==> src/rtl/avalon_aes_master.sv <==
// avalon_aes_master: drives the AES core's Avalon-MM register map from a one-shot command port.
// Loads key/ciphertext, starts the core, polls DONE, reads the plaintext and clears START.
module avalon_aes_master #(
    parameter int READ_LATENCY = 1,
    parameter int POLL_MAX     = 1024,
    parameter int POLL_GAP     = 4
) (
    input  logic         CLK,
    input  logic         RESET,
    input  logic         CMD_START,
    input  logic [127:0] CMD_KEY,
    input  logic [127:0] CMD_MSG_ENC,
    output logic         CMD_BUSY,
    output logic         CMD_DONE,
    output logic         CMD_ERR,
    output logic [127:0] RESULT,
    output logic         AVM_READ,
    output logic         AVM_WRITE,
    output logic         AVM_CS,
    output logic [3:0]   AVM_BYTE_EN,
    output logic [3:0]   AVM_ADDR,
    output logic [31:0]  AVM_WRITEDATA,
    input  logic [31:0]  AVM_READDATA
);
    typedef enum logic [3:0] {IDLE, WR_KEY, WR_MSG, WR_GO, POLL_RD, POLL_WAIT, RD_DEC, CLR_GO, FIN} state_e;
    state_e       state_q, state_d;
    logic [127:0] key_q, key_d, msg_q, msg_d, shadow_q, shadow_d, result_q, result_d;
    logic [15:0]  poll_q, poll_d;
    logic [7:0]   gap_q, gap_d;
    logic [1:0]   idx_q, idx_d, lat_q, lat_d;
    logic         err_q, err_d, rd, wr, sampled;
    logic [3:0]   addr;
    logic [31:0]  wdata;
    always_ff @(posedge CLK or negedge RESET) begin
        if (!RESET) begin
            state_q  <= IDLE;
            key_q    <= '0;
            msg_q    <= '0;
            shadow_q <= '0;
            result_q <= '0;
            poll_q   <= '0;
            gap_q    <= '0;
            idx_q    <= '0;
            lat_q    <= '0;
            err_q    <= 1'b0;
        end else begin
            state_q  <= state_d;
            key_q    <= key_d;
            msg_q    <= msg_d;
            shadow_q <= shadow_d;
            result_q <= result_d;
            poll_q   <= poll_d;
            gap_q    <= gap_d;
            idx_q    <= idx_d;
            lat_q    <= lat_d;
            err_q    <= err_d;
        end
    end
    // Key and message rotate left one word per write, so the word on the bus is always bits [127:96].
    always_comb begin
        state_d  = state_q;
        key_d    = key_q;
        msg_d    = msg_q;
        shadow_d = shadow_q;
        result_d = result_q;
        poll_d   = poll_q;
        gap_d    = gap_q;
        idx_d    = idx_q;
        lat_d    = lat_q;
        err_d    = err_q;
        rd       = 1'b0;
        wr       = 1'b0;
        addr     = 4'd0;
        wdata    = 32'd0;
        sampled  = lat_q == 2'(READ_LATENCY);
        case (state_q)
            IDLE: if (CMD_START) begin
                state_d = WR_KEY;
                key_d   = CMD_KEY;
                msg_d   = CMD_MSG_ENC;
                poll_d  = '0;
                err_d   = 1'b0;
                idx_d   = '0;
            end
            WR_KEY: begin
                wr      = 1'b1;
                addr    = {2'b00, idx_q};
                wdata   = key_q[127:96];
                key_d   = {key_q[95:0], key_q[127:96]};
                idx_d   = idx_q + 2'd1;
                state_d = idx_q == 2'd3 ? WR_MSG : WR_KEY;
            end
            WR_MSG: begin
                wr      = 1'b1;
                addr    = {2'b01, idx_q};
                wdata   = msg_q[127:96];
                msg_d   = {msg_q[95:0], msg_q[127:96]};
                idx_d   = idx_q + 2'd1;
                state_d = idx_q == 2'd3 ? WR_GO : WR_MSG;
            end
            WR_GO: begin
                wr      = 1'b1;
                addr    = 4'd14;
                wdata   = 32'd1;
                lat_d   = '0;
                state_d = POLL_RD;
            end
            POLL_RD: begin
                rd     = lat_q == 2'd0;
                addr   = rd ? 4'd15 : 4'd0;
                lat_d  = sampled ? 2'd0 : lat_q + 2'd1;
                poll_d = rd ? poll_q + 16'd1 : poll_q;
                gap_d  = '0;
                if (sampled) begin
                    if (AVM_READDATA[0]) begin
                        state_d = RD_DEC;
                        idx_d   = '0;
                    end else if (poll_q == 16'(POLL_MAX)) begin
                        err_d   = 1'b1;
                        state_d = CLR_GO;
                    end else
                        state_d = (POLL_GAP == 0) ? POLL_RD : POLL_WAIT;
                end
            end
            POLL_WAIT: begin
                gap_d   = gap_q == 8'(POLL_GAP - 1) ? 8'd0 : gap_q + 8'd1;
                state_d = gap_q == 8'(POLL_GAP - 1) ? POLL_RD : POLL_WAIT;
            end
            RD_DEC: begin
                rd    = lat_q == 2'd0;
                addr  = rd ? {2'b10, idx_q} : 4'd0;
                lat_d = sampled ? 2'd0 : lat_q + 2'd1;
                if (sampled) begin
                    shadow_d = {shadow_q[95:0], AVM_READDATA};
                    idx_d    = idx_q + 2'd1;
                    state_d  = idx_q == 2'd3 ? CLR_GO : RD_DEC;
                end
            end
            CLR_GO: begin
                wr       = 1'b1;
                addr     = 4'd14;
                result_d = err_q ? 128'd0 : shadow_q;
                state_d  = FIN;
            end
            FIN: state_d = IDLE;
            default: state_d = IDLE;
        endcase
    end
    assign AVM_READ      = rd;
    assign AVM_WRITE     = wr;
    assign AVM_CS        = rd | wr;
    assign AVM_BYTE_EN   = {4{rd | wr}};
    assign AVM_ADDR      = addr;
    assign AVM_WRITEDATA = wdata;
    assign CMD_DONE      = state_q == FIN;
    assign CMD_ERR       = (state_q == FIN) & err_q;
    assign CMD_BUSY      = (state_q != IDLE) | (CMD_START & RESET);
    assign RESULT        = result_q;
endmodule
==> config.mk <==
export PLATFORM = sky130hd
export DESIGN_NAME = avalon_aes_master
export DESIGN_NICKNAME = d
export VERILOG_FILES = /design/src/rtl/avalon_aes_master.sv
export SDC_FILE = /design/constraint.sdc
export NUM_CORES = 1
export LEC_CHECK = 0
export CAP_MARGIN = 20
export CORE_MARGIN = 3
export CORE_UTILIZATION = 52
export DETAILED_ROUTE_END_ITERATION = 16
export GPL_ROUTABILITY_DRIVEN = 0
export HOLD_SLACK_MARGIN = 0.1
export PLACE_DENSITY = 0.9
export SYNTH_ARGS = -nofsm -noshare
export SYNTH_HDL_FRONTEND = slang
export SYNTH_SLANG_ARGS = --single-unit
==> constraint.sdc <==
create_clock -name CLK -period 2.5 [get_ports CLK]
set_input_delay 0.5 -clock CLK [delete_from_list [all_inputs] [get_ports CLK]]
set_output_delay 0.5 -clock CLK [all_outputs]
set_load 0.01 [all_outputs]
==> results by group <==
Floorplanning
  – Starting Density: 53.4%
  – Core Region: 44,800 µm²
  – Site Rows: 77
  – Die outline width: 220 µm
  – Die area: 48,600 µm²
  – Ports: 465
  – Die height: 220 µm

Place
  – DP Cell Count: 3,303
  – Detail Placement HPWL: 54,200 µm
  – Port buffer count: 464
  – Post-placement cell area: 29,500 µm²
  – Worst slack, placed: 0.00931 ns

Yosys
  – Post-Syn Nets: 2,624
  – Flops & latches, synth: 545
  – Async set-reset flop share out of synthesis: 100%
  – Synth unique cells: 50
  – Syn avg cell area: 10.3 µm²
  – Post-synth EDFFs: 0
  – Synth Instances: 2,329
  – Register area share after synthesis: 57.1%
  – Yosys warnings: 0
  – Top FF cell, synth: dfrtp_1
  – Cell area after synthesis: 23,900 µm²

CTS
  – TritonCTS Sinks: 545
  – Root Driver: clkbuf_16
  – CTS Buffer Depth: 3
  – Clock Latency Late Sink: 0.63 ns
  – Clock-pin slew on the worst setup and hold paths: 0.06 ns
  – CTS H-Tree Depth: 2
  – Num CTS Buffers: 55
  – TritonCTS clock tree: done

Drt
  – Routed WL: 91,000 µm
  – WL per Instance: 26.1 µm
  – Drt drc: 0
  – Drt first pass iters: 8
  – Vias per cell: 6.17
  – Initial drt markers: 3,274
  – DR vias: 21,500
  – ANT nets after route: 0

Power and ir drop
  – Net Sw Power: 16.0 mW
  – Comb pwr share: 41.1%
  – Int Pwr: 25.2 mW
  – Sw Ratio: 38.9%
  – Pwr dens: 1260 nW/µm²
  – Leak: 14.3 nW
  – Sequential cell fraction of total power: 38.5%
  – Clock share of power: 20.4%
  – VDD IR-drop max: 867 µV

STA
  – Max_slew headroom: 26.9%
  – Final Skew: 0.0277 ns
  – Final Setup Violations: 43
  – RSZ-0062 raised after global routing: true
  – Setup TNS Final: -4.78 ns
  – Minimum clock period: 2.75 ns
  – Final worst slack: -0.254 ns
  – Fin crit share: 110%
  – Worst Tran Pin Value: 1.10 ns
  – Final Hold Fails: 0
  – Max-slew violations: 0
  – Achievable Freq: 0.363 GHz

Worst setup path
  – Slowest cell on the critical path: dfrtp_2
  – Crit path cell chain: nor4b_4 -> buf_6 -> buf_12 -> buf_8 -> nand2_1 -> nand2_1 -> buf_2
  – WS Path Type: flop to output port
  – Crit-path max cell delay: 0.46 ns
  – CP Capture Type: output port
  – CP Max Fanout: 8
  – CP top delay family: buffers and inverters
  – Arrival time of the worst setup path: 2.25 ns
  – Buf/Inv on CP: 4
  – CP most frequent cell: nand2_1
  – Worst EP required: 2.00 ns
  – Crit path launch type: flop

GRT
  – Pin count of the biggest net entering global routing: 195
  – Total track usage: 34.0%
  – Grt total ovfl: 0
  – Number of global-route vias before repair: 21,200
  – Antenna violations before repair: 31
  – First-pass GRT wire length: 125,000 µm

Cells and area
  – Fraction of layout cells with a size suffix above 1: 17.9%
  – P&R area growth vs syn: 36.4%
  – Final Util: 72.7%
  – Finished Layout Cells: 3,488
  – Fillers: 2,679
  – Fin area: 32,600 µm²
  – Area occupied by multi-input gates: 9980 µm²
  – Reg area: 13,600 µm²
  – Nets@finish: 3,119

Outcome
  – Status: complete, but fails checks
  – Failing checks: negative setup slack

Run
  – Max cap viols: 0

Min path
  – Min-delay worst type: input pin to flop
kinds of logic (layout without fill, tap and decap cells):
kind of cell               Yosys count  in the layout  share of synthesized area, %
and+or+nand+nor                    851            851                          15.7
DFF                                545            545                          57.1
AOI/OAI and AO/OA                  455            455                          10.5
muxes                              288            288                          12.7
buffers and inverters              181            720                          3.61
xor gates and xnor gates             5              5                         0.183
adders and majority gates            4              4                         0.209
other                                0             28                             0
power groups by stage:
stage | sequential, mW | combinational [mW] | clock, mW
finish | 15.8 | 16.9 | 8.41
global route | 16.1 | 17.9 | 8.80
CTS | 15.4 | 15.3 | 8.40
detailed placement | 15.3 | 14.0 | 0
global placement | 15.1 | 13.4 | 0
floorplan | 14.6 | 8.45 | 0
what timing repair did:
action / in CTS / in global routing
endpoints found under the setup margin: 46 / 43
hold buffers: 1 / 0
pin swaps: 13 / 26
hold endpoints to repair: 158 / 0
setup buffers: 31 / 22
cloned: 6 / 1
resized for setup: 275 / 124
area by class of cell:
cell class	count	area share (%)
Antenna cell	28	0.215
Clock buffer	84	4.96
Clock inverter	17	0.576
Inverter	10	0.115
Multi-Input combinational cell	1603	30.6
Sequential cell	545	41.9
Tap cell	592	2.27
Timing Repair Buffer	609	19.4
placed cells by master, fill, tap and decap left out, drive strengths merged, types with 3 or more instances in the layout:
master         instances
dfrtp                545
nand2                532
clkdlybuf4s50        417
o21ai                307
buf                  182
mux2i                159
nand2b               136
mux2                 129
nor2                 113
a31oi                101
clkbuf                90
diode                 28
a21oi                 16
nand3                 15
inv                   12
clkinv                11
or4                    8
nor3                   8
o21a                   7
nand4                  7
o31ai                  6
or3                    5
and2                   5
and4                   4
xor2                   4
a22o                   4
ha                     4
and3                   4
nor4b                  4
nor2b                  4
nor4                   4
bufbuf                 3
per-stage QoR:
step | power, mW | hold WS, ns
6_report | 41.2 | 0.444
5_1_grt | 42.8 | 0.459
4_1_cts | 39.0 | 0.434
3_5_place_dp | 29.4 | 0.467
3_3_place_gp | 28.5 | 0.461
2_1_floorplan | 23.0 | 0.204
cell usage after synthesis, types with 15 or more instances:
cell | number | area [µm²]
mux2_2 | 129 | 1450
nand3_1 | 15 | 75.1
mux2i_1 | 159 | 1590
nor2_1 | 113 | 424
o21ai_0 | 207 | 1040
a21oi_1 | 16 | 80.1
clkbuf_1 | 87 | 327
buf_2 | 59 | 295
dfrtp_1 | 545 | 13600
nand2b_1 | 136 | 851
nand2_1 | 532 | 2000
o21ai_1 | 100 | 500
a31oi_1 | 101 | 632
worst min-delay path, stage by stage:
cell,delay [ns]
clkdlybuf4s50_1,0.39
nand2_1,0.06
a31oi_1,0.08
state kept, by name, indices dropped and copies added, names as in the netlist:
| name | flops |
|---|---|
| RESULT | 128 |
| err_q | 1 |
| gap_q | 8 |
| idx_q | 2 |
| key_q | 128 |
| lat_q | 2 |
| msg_q | 128 |
| poll_q | 16 |
| shadow_q | 128 |
| state_q | 4 |
final timing paths:
path	startpoint	cells after the start	end	slack [ns]
min in group asynchronous	RESET	3	key_q[75]	0.62
worst min register to register	RESULT[105]	2	RESULT[105]	0.48
worst max register to register	state_q[1]	9	key_q[74]	-0.18
max in group asynchronous	RESET	3	poll_q[7]	1.12
worst min-delay path	CMD_MSG_ENC[70]	3	msg_q[70]	0.44
worst max-delay path	state_q[1]	7	AVM_WRITEDATA[10]	-0.25
routing by layer:
| metal | share of wire, % | routed length, µm | track usage, % |
|---|---|---|---|
| met1 | 34 | 30600 | 40.1 |
| met4 | 7.6 | 6920 | 18.5 |
| met2 | 46 | 41900 | 54.8 |
| met3 | 13 | 11400 | 11.8 |
| met5 | 0.10 | 95 | 0.606 |
(Power assumes the default switching activity.)
